$ cat src/rtl/cp0_regfile_if.sv
// Writeback-stage <-> CP0 link: retiring instruction info in, mfc0 data and flush/redirect out.
interface cp0_regfile_if;
  logic [8:0]  c0_exception;
  logic [4:0]  c0_addr;
  logic [31:0] c0_wdata;
  logic        c0_wb_valid;
  logic        c0_wb_bd;
  logic [31:0] c0_wb_pc;
  logic [31:0] ws_badvaddr;
  logic        c0_wb_int;
  logic        c0_valid;
  logic [31:0] c0_res;
  logic        flush;
  logic [31:0] flush_pc;

  modport master (
    output c0_exception, c0_addr, c0_wdata, c0_wb_valid, c0_wb_bd,
           c0_wb_pc, ws_badvaddr, c0_wb_int,
    input  c0_valid, c0_res, flush, flush_pc
  );

  modport slave (
    input  c0_exception, c0_addr, c0_wdata, c0_wb_valid, c0_wb_bd,
           c0_wb_pc, ws_badvaddr, c0_wb_int,
    output c0_valid, c0_res, flush, flush_pc
  );
endinterface

$ cat src/rtl/cp0_regfile.sv
// Coprocessor-0 register file: BadVAddr/Count/Compare/Status/Cause/EPC,
// exception/eret flush generation, timer interrupt and interrupt-pending flag.
module cp0_regfile #(
  parameter logic [31:0] EX_ENTRY = 32'hBFC0_0380
) (
  input  logic        clk,
  input  logic        reset,
  cp0_regfile_if.slave wb,
  input  logic [5:0]  ext_int_in,
  output logic        has_int
);
  logic sys, mfc0, mtc0, eret, brk, ov, adel, ades, ri;
  assign {sys, mfc0, mtc0, eret, brk, ov, adel, ades, ri} = wb.c0_exception;

  logic        exc, ert, wr;
  logic [4:0]  exc_code;

  logic        tick;
  logic [31:0] count, compare, epc, badvaddr;
  logic [7:0]  status_im;
  logic        status_exl, status_ie;
  logic        cause_bd, cause_ti;
  logic [5:0]  cause_ip_hw;
  logic [1:0]  cause_ip_sw;
  logic [4:0]  cause_exc;
  logic [31:0] status_val, cause_val;

  assign exc = wb.c0_wb_valid & (wb.c0_wb_int | sys | brk | ov | adel | ades | ri);
  assign ert = wb.c0_wb_valid & eret & ~exc;
  assign wr  = wb.c0_wb_valid & mtc0 & ~exc;

  assign wb.flush    = exc | ert;
  assign wb.flush_pc = ert ? epc : EX_ENTRY;
  assign wb.c0_valid = wb.c0_wb_valid & mfc0 & ~exc;

  assign status_val = {9'b0, 1'b1, 6'b0, status_im, 6'b0, status_exl, status_ie};
  assign cause_val  = {cause_bd, cause_ti, 14'b0, cause_ip_hw, cause_ip_sw,
                       1'b0, cause_exc, 2'b0};

  assign has_int = status_ie & ~status_exl &
                   (|({cause_ip_hw, cause_ip_sw} & status_im));

  always_comb begin
    exc_code = 5'd0;
    if (wb.c0_wb_int) exc_code = 5'd0;
    else if (adel)    exc_code = 5'd4;
    else if (ri)      exc_code = 5'd10;
    else if (ov)      exc_code = 5'd12;
    else if (sys)     exc_code = 5'd8;
    else if (brk)     exc_code = 5'd9;
    else if (ades)    exc_code = 5'd5;
  end

  always_comb begin
    wb.c0_res = '0;
    case (wb.c0_addr)
      5'd8:    wb.c0_res = badvaddr;
      5'd9:    wb.c0_res = count;
      5'd11:   wb.c0_res = compare;
      5'd12:   wb.c0_res = status_val;
      5'd13:   wb.c0_res = cause_val;
      5'd14:   wb.c0_res = epc;
      default: wb.c0_res = '0;
    endcase
  end

  always_ff @(posedge clk) begin
    if (reset) begin
      tick        <= 1'b0;
      count       <= '0;
      compare     <= '0;
      epc         <= '0;
      badvaddr    <= '0;
      status_im   <= '0;
      status_exl  <= 1'b0;
      status_ie   <= 1'b0;
      cause_bd    <= 1'b0;
      cause_ti    <= 1'b0;
      cause_ip_hw <= '0;
      cause_ip_sw <= '0;
      cause_exc   <= '0;
    end else begin
      tick <= ~tick;

      if (wr && wb.c0_addr == 5'd9) count <= wb.c0_wdata;
      else if (tick)                count <= count + 32'd1;

      if (wr && wb.c0_addr == 5'd11) begin
        compare  <= wb.c0_wdata;
        cause_ti <= 1'b0;
      end else if (count == compare) begin
        cause_ti <= 1'b1;
      end

      cause_ip_hw <= {ext_int_in[5] | cause_ti, ext_int_in[4:0]};

      if (wr && wb.c0_addr == 5'd12) begin
        status_im  <= wb.c0_wdata[15:8];
        status_exl <= wb.c0_wdata[1];
        status_ie  <= wb.c0_wdata[0];
      end
      if (wr && wb.c0_addr == 5'd13) cause_ip_sw <= wb.c0_wdata[9:8];
      if (wr && wb.c0_addr == 5'd14) epc <= wb.c0_wdata;

      // Placed after the mtc0 writes so exception/eret updates win on shared fields.
      if (exc) begin
        if (!status_exl) begin
          epc      <= wb.c0_wb_bd ? wb.c0_wb_pc - 32'd4 : wb.c0_wb_pc;
          cause_bd <= wb.c0_wb_bd;
        end
        status_exl <= 1'b1;
        cause_exc  <= exc_code;
        if (exc_code == 5'd4 || exc_code == 5'd5) badvaddr <= wb.ws_badvaddr;
      end else if (ert) begin
        status_exl <= 1'b0;
      end
    end
  end
endmodule

$ cat src/flat_wrapper.sv
// flat-port wrapper written by rule: the top's interface ports become plain ports
module cp0_regfile_flat 
#(
  parameter logic [31:0] EX_ENTRY = 32'hBFC0_0380
)
  (clk, reset, ext_int_in, has_int, wb_c0_exception, wb_c0_addr, wb_c0_wdata, wb_c0_wb_valid, wb_c0_wb_bd, wb_c0_wb_pc, wb_ws_badvaddr, wb_c0_wb_int, wb_c0_valid, wb_c0_res, wb_flush, wb_flush_pc);
  cp0_regfile_if wb_i ();
  input  logic clk;
  input  logic reset;
  input  logic [5:0] ext_int_in;
  output logic has_int;
  input wire logic [$bits(wb_i.c0_exception)-1:0] wb_c0_exception;
  input wire logic [$bits(wb_i.c0_addr)-1:0] wb_c0_addr;
  input wire logic [$bits(wb_i.c0_wdata)-1:0] wb_c0_wdata;
  input wire logic [$bits(wb_i.c0_wb_valid)-1:0] wb_c0_wb_valid;
  input wire logic [$bits(wb_i.c0_wb_bd)-1:0] wb_c0_wb_bd;
  input wire logic [$bits(wb_i.c0_wb_pc)-1:0] wb_c0_wb_pc;
  input wire logic [$bits(wb_i.ws_badvaddr)-1:0] wb_ws_badvaddr;
  input wire logic [$bits(wb_i.c0_wb_int)-1:0] wb_c0_wb_int;
  output wire logic [$bits(wb_i.c0_valid)-1:0] wb_c0_valid;
  output wire logic [$bits(wb_i.c0_res)-1:0] wb_c0_res;
  output wire logic [$bits(wb_i.flush)-1:0] wb_flush;
  output wire logic [$bits(wb_i.flush_pc)-1:0] wb_flush_pc;
  assign wb_i.c0_exception = wb_c0_exception;
  assign wb_i.c0_addr = wb_c0_addr;
  assign wb_i.c0_wdata = wb_c0_wdata;
  assign wb_i.c0_wb_valid = wb_c0_wb_valid;
  assign wb_i.c0_wb_bd = wb_c0_wb_bd;
  assign wb_i.c0_wb_pc = wb_c0_wb_pc;
  assign wb_i.ws_badvaddr = wb_ws_badvaddr;
  assign wb_i.c0_wb_int = wb_c0_wb_int;
  assign wb_c0_valid = wb_i.c0_valid;
  assign wb_c0_res = wb_i.c0_res;
  assign wb_flush = wb_i.flush;
  assign wb_flush_pc = wb_i.flush_pc;
  cp0_regfile #(.EX_ENTRY(EX_ENTRY)) u_core (.clk(clk), .reset(reset), .wb(wb_i), .ext_int_in(ext_int_in), .has_int(has_int));
endmodule
$ cat config.mk
export PLATFORM = sky130hd
export DESIGN_NAME = cp0_regfile_flat
export DESIGN_NICKNAME = d
export VERILOG_FILES = /design/src/rtl/cp0_regfile_if.sv /design/src/rtl/cp0_regfile.sv /design/src/flat_wrapper.sv
export SDC_FILE = /design/constraint.sdc
export NUM_CORES = 1
export LEC_CHECK = 0
export CORE_AREA = 2 2 131 133
export DETAILED_ROUTE_END_ITERATION = 10
export DIE_AREA = 0 0 133 135
export GPL_ROUTABILITY_DRIVEN = 0
export PLACE_DENSITY_LB_ADDON = 0.25
export SKIP_CTS_REPAIR_TIMING = 1
export SYNTH_ARGS = -nofsm -noshare
export SYNTH_HDL_FRONTEND = slang
export SYNTH_SLANG_ARGS = --single-unit
$ cat constraint.sdc
create_clock -name clk -period 3.3 [get_ports clk]
set_input_delay 0.66 -clock clk [delete_from_list [all_inputs] [get_ports clk]]
set_output_delay 0.66 -clock clk [all_outputs]
set_load 0.02 [all_outputs]
# After elaboration in Yosys (flattened, before gate mapping)
# Index checks and enable logic that the tools add are counted.
# op_classes
muxes	18
add_sub_neg	2
n_reduce_logical	12
n_bitwise	21
n_eq_ne	9
# ops
operator	n
two-way mux 32 bit	7
one-hot mux 32 bit (6 select lines)	1
adder 32 x 1 -> 32 bit, second input constant	1
equality test 32 bit	1
subtractor 32 x 3 -> 32 bit, second input constant	1
equality test 5 x 4 -> 1 bit, second input constant	6
two-way mux 5 bit	6
equality test 5 x 3 -> 1 bit, second input constant	2
bitwise AND 1 bit	9
bitwise AND 8 bit	1
bitwise OR 1 bit	8
OR reduction 8 bit	1
logical AND 1 bit	5
AND reduction 2 bit	2
two-way mux 1 bit	3
two-way mux 3 bit	1
inverter 1 bit	3
nonzero test 3 bit	1
nonzero test 2 bit	1
OR reduction 2 bit	1
logical OR 1 bit	1
# totals
register_bits	154
in_bits	121
elab_cells	75

# Depth between registers and ports, before layout
# Gate-level depths: netlist of the first run.
# logic_depth
word_depth	13
mapped_depth	8
ltp_nobuf	7

# Worst setup path before layout of the first run
# No wires, ideal clock.
# synth_timing
path_type	in2out
from	input wb_c0_exception[0]
to	output wb_flush_pc[8]
path_buffers	1
t_arrival_ps	2182
setup_slack_ps	458
stages	5
path_cell_list	nor3_1 nand2_1 nor4_1 clkbuf_1 or2b_1
# synth_between
elab_chain_len	5
# synth_rtl
item	line	rtl
start, declared	flat_wrapper.sv:12	input wire logic [$bits(wb_i.c0_exception)-1:0] wb_c0_exception;
bitwise OR 1 bit	cp0_regfile.sv:28	assign exc = wb.c0_wb_valid & (wb.c0_wb_int | sys | brk | ov | adel | ades | ri);
bitwise AND 1 bit	cp0_regfile.sv:28	
inverter 1 bit	cp0_regfile.sv:29	assign ert = wb.c0_wb_valid & eret & ~exc;
bitwise AND 1 bit	cp0_regfile.sv:29	
two-way mux 32 bit	cp0_regfile.sv:33	assign wb.flush_pc = ert ? epc : EX_ENTRY;
end, declared	flat_wrapper.sv:23	output wire logic [$bits(wb_i.flush_pc)-1:0] wb_flush_pc;
# Every way passes these cells.

# Worst setup path after layout of the first run
# layout_timing
from	input wb_c0_addr[4]
to	output wb_c0_res[5]
# layout_between
elab_chain_len	2
word_cells_on_any_way	7
cone_classes	eq/ne: 6; mux: 1
# layout_rtl
item	line	rtl
start, declared	flat_wrapper.sv:13	input wire logic [$bits(wb_i.c0_addr)-1:0] wb_c0_addr;
equality test 5 x 4 -> 1 bit	cp0_regfile.sv:56	case (wb.c0_addr)
one-hot mux 32 bit (6 select lines) (*)	cp0_regfile.sv:56	
end, declared	flat_wrapper.sv:21	output wire logic [$bits(wb_i.c0_res)-1:0] wb_c0_res;
# Mark *: on every way between the ends. The rest lies on a longest branch, timed or not.

==> results of run 1 <==
==> power by group through the flow <==
stage | Clock [mW] | Combinational, mW | Sequential, mW
finish | 1.99 | 0.477 | 1.97
global route | 2.06 | 0.510 | 1.97
global placement | 0 | 0.460 | 2.01
CTS | 1.99 | 0.469 | 1.97
floorplan | 0 | 0.199 | 1.97
detailed placement | 0 | 0.465 | 2.01
==> sequential cells by signal, indices dropped and copies added (netlist names) <==
register,count
u_core.badvaddr,32
u_core.cause_bd,1
u_core.cause_exc,4
u_core.cause_ip_hw,6
u_core.cause_ip_sw,2
u_core.cause_ti,1
u_core.compare,32
u_core.count,32
u_core.epc,32
u_core.status_exl,1
u_core.status_ie,1
u_core.status_im,8
u_core.tick,1
==> through the flow <==
step	util (%)	total power, mW	cells
final	69.60	4.436	1468
after CTS	68.41	4.422	1465
after global routing	69.60	4.542	1468
after detailed placement	64.77	2.471	1434
after floorplan	-	2.169	1056
after global placement	64.77	2.467	1434
==> worst max-delay path, stage by stage <==
cell and delay (ns):
clkdlybuf4s50_1 0.43, buf_4 0.15, nand2b_1 0.20, nor3_2 0.26, buf_12 0.25, a22oi_1 0.13, nand2_1 0.12, clkdlybuf4s50_1 0.60
==> metal layers <==
layer	GRT usage [%]	share of wire, %	up-vias
met2	47.93	43	571
met5	0	0	-
met4	11.65	2.5	0
li1	-	-	4109
met1	43.80	42	4135
met3	7.658	12	69
==> layout by cell type, fill, tap and decap left out, types with 6 or more instances in the layout <==
cell	instances
nand2_1	223
dfxtp_1	153
clkdlybuf4s50_1	132
a21oi_1	79
nor2_1	67
a22oi_1	65
xnor2_1	55
dlymetal6s2s_1	54
buf_4	43
a211oi_1	41
and2_1	31
xor2_1	31
nand4_1	25
nand3_1	22
a311oi_1	18
mux2i_1	17
clkbuf_16	17
nand2b_1	14
o22ai_1	14
nor3_1	13
nor4_1	10
inv_1	9
a222oi_1	8
or3_1	7
buf_12	7
and3_1	6
o21ai_0	6
nor2b_1	6
==> how the worst min path moves through the flow <==
stage	end	slack [ns]	start
4_1_cts	u_core.badvaddr[2]	0.46	u_core.badvaddr[2]
3_5_place_dp	u_core.badvaddr[28]	0.45	u_core.badvaddr[28]
3_3_place_gp	u_core.badvaddr[2]	0.44	u_core.badvaddr[2]
6_report	u_core.badvaddr[1]	0.46	u_core.badvaddr[1]
5_1_grt	u_core.badvaddr[28]	0.48	u_core.badvaddr[28]
2_1_floorplan	u_core.cause_exc[1]	0.43	u_core.cause_exc[1]
==> area by class of cell <==
class	instances	share of cell area [%]
multi-input cells	815	43.31
flip-flops and latches	153	26.82
repair buffers	240	21.93
clock buffers	23	4.185
well taps	220	2.410
clock inverters	8	1.041
inverters	9	0.2958
==> kinds of logic (layout without fill, tap and decap cells) <==
| logic type | count (synthesis) | after routing |
|---|---|---|
| mux | 17 | 17 |
| flops | 153 | 153 |
| buf+inv | 88 | 280 |
| fa+ha+maj | 2 | 2 |
| xor+xnor | 86 | 86 |
| compound gates | 241 | 241 |
| simple gates | 469 | 469 |
==> key figures, run 1 <==
Worst hold path
  – Hold/Removal Path Class: flip-flop to flip-flop
  – Hold Path Cell Cnt: 2

Power
  – Sw frac: 23.56%
  – Flop pwr share: 44.5%
  – Logic pwr share: 10.8%
  – Pint: 3.391 mW
  – PwrDens: 388.5 mW/mm^2
  – Clock share of power: 44.8%
  – Leak: 4.752 nW
  – Psw: 1.045 mW
  – Peak supply drop: 0.3708 mV

Clock network
  – TritonCTS buffer count: 17
  – Clk sinks: 153
  – Root buffer cell: clkbuf_16
  – Clock latency at the later pin of the worst-skew pair: 0.42 ns
  – CTS tree: built
  – Htree depth: 4
  – Clock input transition at the sequential cells of the worst setup and hold paths: 0.06 ns
  – Clk buf depth: 2

Detailed routing
  – Drt total wl: 29100 um
  – Drt initial violations: 1127
  – Drt pass-1 iters: 7
  – DRC viols: 0
  – Remaining antenna violation count: 0
  – Via density: 6.052
  – Avg WL per Cell: 19.82 um
  – Via count: 8884

Finish
  – Sequential cell area: 0.003063 mm^2
  – Multi-input logic area: 0.004946 mm^2
  – Fillers: 1287
  – Final Net Count: 1359
  – Syn-to-layout area delta: 37.12%
  – Final instance area: 0.01142 mm^2
  – ANT cells: 0
  – Layout cells sized above 1: 8.734%

Die
  – Row cnt: 47
  – Io pins: 188
  – Starting Density: 50.76%
  – Core area: 0.01641 mm^2
  – Die area: 0.01796 mm^2
  – Die Ht: 135 um
  – Die W: 133 um

STA
  – Maximum operating frequency: 288.2 MHz
  – Crit path setup slack, layout: -0.1699 ns
  – Final Hold Fails: 0
  – Worst Tran Pin Value: 0.9971 ns
  – Final min period: 3.470 ns
  – Clock skew: 0.004780 ns
  – Post-Route Setup TNS: -1.372 ns
  – Fin. max-slew vios: 0
  – Finish-stage setup viols: 11
  – RSZ-0062 raised after global routing: true
  – Period utilisation layout: 105.1%
  – Min Hold Slack: 0.4633 ns
  – Slew HR: 33.28%

Synth
  – Seq/Total Area, Yosys: 36.78%
  – Synth area leader: dfxtp_1
  – Async set or reset register ratio after synthesis: 0%
  – Post-synth top area share: 36.78%
  – Most frequent cells after synthesis: 224 x nand2_1, 153 x dfxtp_1, 79 x a21oi_1, 69 x nor2_1, 65 x a22oi_1
  – Mapped cell area: 0.008328 mm^2
  – Xor/xnor share of the synthesized area: 9.044%
  – Syn avg cell area: 7.886 um^2
  – Synth area leaders: dfxtp_1 37%, nand2_1 10%, a22oi_1 5.9%, xnor2_1 5.8%, a21oi_1 4.7%
  – Synth Flop Type: dfxtp_1
  – Number of synthesized flops with an enable pin: 0
  – Cell variety after synth: 62
  – Post-synthesis compound-gate area fraction: 19.76%
  – Syn nets: 1179
  – Adder-cell share of the synthesized area: 0.3005%
  – Largest family of logic cells by synthesized area: simple AND/OR/NAND/NOR gates
  – Mux share of post-synthesis cell area: 2.043%
  – Simple-Gate Fraction of Synth Area: 27.57%
  – Post-Synthesis Cells: 1056
  – #FFs+latches synth: 153
  – Most numerous cell in the Yosys netlist: nand2_1
  – Synth Warn #: 0

Run status
  – Status: complete, but fails checks
  – Failing checks: negative setup slack

Placement
  – Placed Area: 0.01063 mm^2
  – Pre-CTS setup slack: -0.2447 ns
  – Post-DP HPWL: 21320 um
  – IO buf count: 187

Global routing
  – Overall routing resource usage: 31.62%
  – Vias in the first global route: 8273
  – Grt ovf: 0
  – First-pass GRT wire length: 44290 um
  – Antenna violations before repair: 0
  – Pin count of the biggest net entering global routing: 92

Setup path
  – CP Launch Point: wb_c0_addr[4]
  – CP endpoint: wb_c0_res[5]
  – R2R setup slack: 1.07 ns
  – Worst path required time: 2.64 ns
  – Worst-case reg-to-reg path depth: 5
  – Crit Path Class: input port to output pin
  – Critical path arrival: 2.81 ns
  – Endpoint type of the worst setup path: output pin
  – CP Max Fanout: 34
  – Reg2reg end: u_core.count[29]
  – Startpoint types: input port
  – R2R Path Start: u_core.count[4]

Run
  – Max_cap viols: 0
Power figures use the tool's default switching activity.
==> run 2, diff against run 1 <==
CORE_AREA = 2 2 140 142   (was 2 2 131 133)
DIE_AREA = 0 0 142 144   (was 0 0 133 135)
PLACE_DENSITY_LB_ADDON = 0.05   (was 0.25)
clock period = 3.95 ns   (was 3.3 ns; I/O delays follow)
==> key figures, run 2 (same netlist as run 1, synthesis figures left out) <==
Detailed routing
  – Via count: 8451
  – Remaining antenna violation count: 0
  – Drt total wl: 29510 um
  – Top layer in use: met4
  – Avg WL per Cell: 20.16 um
  – Drt initial violations: 826
  – Via density: 5.773
  – WL met1: 14140 um
  – WL met2: 12410 um
  – Metal3 WL: 2492 um
  – DRC viols: 0
  – Drt pass-1 iters: 6

Setup path
  – Worst path slowest cell: clkdlybuf4s50_1
  – Worst path max stage delay: 0.54 ns
  – Crit path cell chain: clkdlybuf4s50_1 > nor3_1 > nand2_1 > nor4_4 > buf_12 > or2b_1 > clkdlybuf4s50_1
  – R2R Path Start: u_core.count[5]
  – Worst path required time: 3.16 ns
  – Crit Path Class: input port to output pin
  – CP Max Fanout: 32
  – Top cell by count, worst path: clkdlybuf4s50_1
  – Cell family with most CP delay: buffers and inverters
  – Startpoint types: input port
  – Critical path arrival: 2.99 ns
  – R2R setup slack: 1.66 ns
  – Endpoint type of the worst setup path: output pin
  – WP buf/inv: 3
  – Reg2reg end: u_core.count[29]
  – Worst-case reg-to-reg path depth: 5

Clock network
  – Clock latency at the later pin of the worst-skew pair: 0.43 ns
  – Htree depth: 4
  – Clock input transition at the sequential cells of the worst setup and hold paths: 0.06 ns
  – TritonCTS buffer count: 17
  – Clk sinks: 153
  – CTS tree: built
  – Root buffer cell: clkbuf_16
  – Clk buf depth: 2

STA
  – Clock skew: 0.01300 ns
  – Slew HR: 36.08%
  – Final min period: 3.783 ns
  – Worst Tran Pin Value: 0.9553 ns
  – Final Hold Fails: 0
  – Maximum operating frequency: 264.4 MHz
  – Crit path setup slack, layout: 0.1675 ns
  – Finish-stage setup viols: 0
  – Post-Route Setup TNS: 0 ns
  – RSZ-0062 raised after global routing: false
  – Period utilisation layout: 95.76%
  – Fin. max-slew vios: 0

Global routing
  – Pin count of the biggest net entering global routing: 94
  – First-pass GRT wire length: 44470 um
  – Antenna violations before repair: 0
  – Vias in the first global route: 7655
  – Grt ovf: 0
  – Overall routing resource usage: 28.43%

Die
  – Starting Density: 43.65%
  – Die W: 142 um
  – Core area: 0.01908 mm^2
  – Die Ht: 144 um
  – Die area: 0.02045 mm^2
  – Io pins: 188
  – Row cnt: 51

Placement
  – Pre-CTS setup slack: 0.1225 ns
  – Post-DP HPWL: 21880 um
  – IO buf count: 187

Worst hold path
  – Hold/Removal Path Class: flip-flop to flip-flop
  – Hold worst-path end: u_core.cause_exc[3]
  – Worst Hold Launch: u_core.cause_exc[3]
  – Hold Path Cell Cnt: 2

Power
  – PwrDens: 337.5 mW/mm^2
  – Peak supply drop: 0.2352 mV
  – Leak: 3.841 nW

Run
  – Max_cap viols: 0

Finish
  – Layout cells sized above 1: 6.852%
  – Final Net Count: 1336
  – Syn-to-layout area delta: 33.70%
  – Commonest non-fill, non-tap cell in the layout: nand2_1
  – Most frequent cells in the layout: 223 x nand2_1, 186 x clkdlybuf4s50_1, 153 x dfxtp_1, 79 x a21oi_1, 68 x nor2_1
  – ANT cells: 0

Run status
  – Status: finished clean
run 2: cell types whose count changed in the layout (fill, tap and decap cells not counted), moves of 2 or more:
cell             change
buf_4               -19
clkinv_4             +2
clkbuf_8             -2
buf_6                -4
clkdlybuf4s50_1     +54
dlymetal6s2s_1      -54
clkinv_2             -2
clkinvlp_4           +2
run 2: power by group:
part / internal (mW) / switching, mW
registers: 1.59 / 0.0606
clock network: 1.07 / 0.646
logic: 0.196 / 0.190
total: 2.86 / 0.897
run 2: per-stage QoR:
step	total power [mW]	std cells	util, %	hold slack [ns]	instance area, um^2
floorplan	1.812	1056	-	0.4315	8328
detailed placement	2.061	1432	55.05	0.4510	10500
global placement	2.063	1432	55.05	0.4442	10500
global route	3.863	1464	58.36	0.4792	11130
finish	3.758	1464	58.36	0.4582	11130
CTS	3.763	1464	58.31	0.4586	11130
run 2: worst register-to-register path: cells and delay by family, from the launching register on:
family | cells | cell delay, ns
flip-flops | 1 | 0.55
AO/OA/AOI/OAI | 1 | 0.30
AND/OR/NAND/NOR | 4 | 1.33
run 2: final cells by class:
cell class                 instances  area [um^2]
clock buffer                      21        450.4
clock inverter                    11        171.4
fill                            1756         7945
inverter                           9        33.78
multi-input combinational        815         4936
sequential                       153         3063
tap                              238        297.8
timing repair buffer             217         2182
run 2: how the worst max path moves through the flow:
stage | from | slack, ns | to | depth (start not counted)
3_3_place_gp | wb_c0_addr[2] | 0.17 | wb_c0_res[8] | 7
5_1_grt | wb_c0_addr[2] | 0.04 | wb_c0_res[6] | 7
2_1_floorplan | wb_c0_exception[0] | 0.85 | wb_flush_pc[8] | 5
3_5_place_dp | wb_c0_exception[0] | 0.12 | wb_flush_pc[9] | 7
6_report | wb_c0_exception[0] | 0.17 | wb_flush_pc[9] | 7
4_1_cts | wb_c0_exception[0] | 0.09 | wb_flush_pc[9] | 7
run 2: routing by layer:
metal	up-vias	track usage (%)
li1	4077	-
met1	3928	42.82
met2	414	41.93
met3	32	4.272
met4	0	8.053
met5	-	0
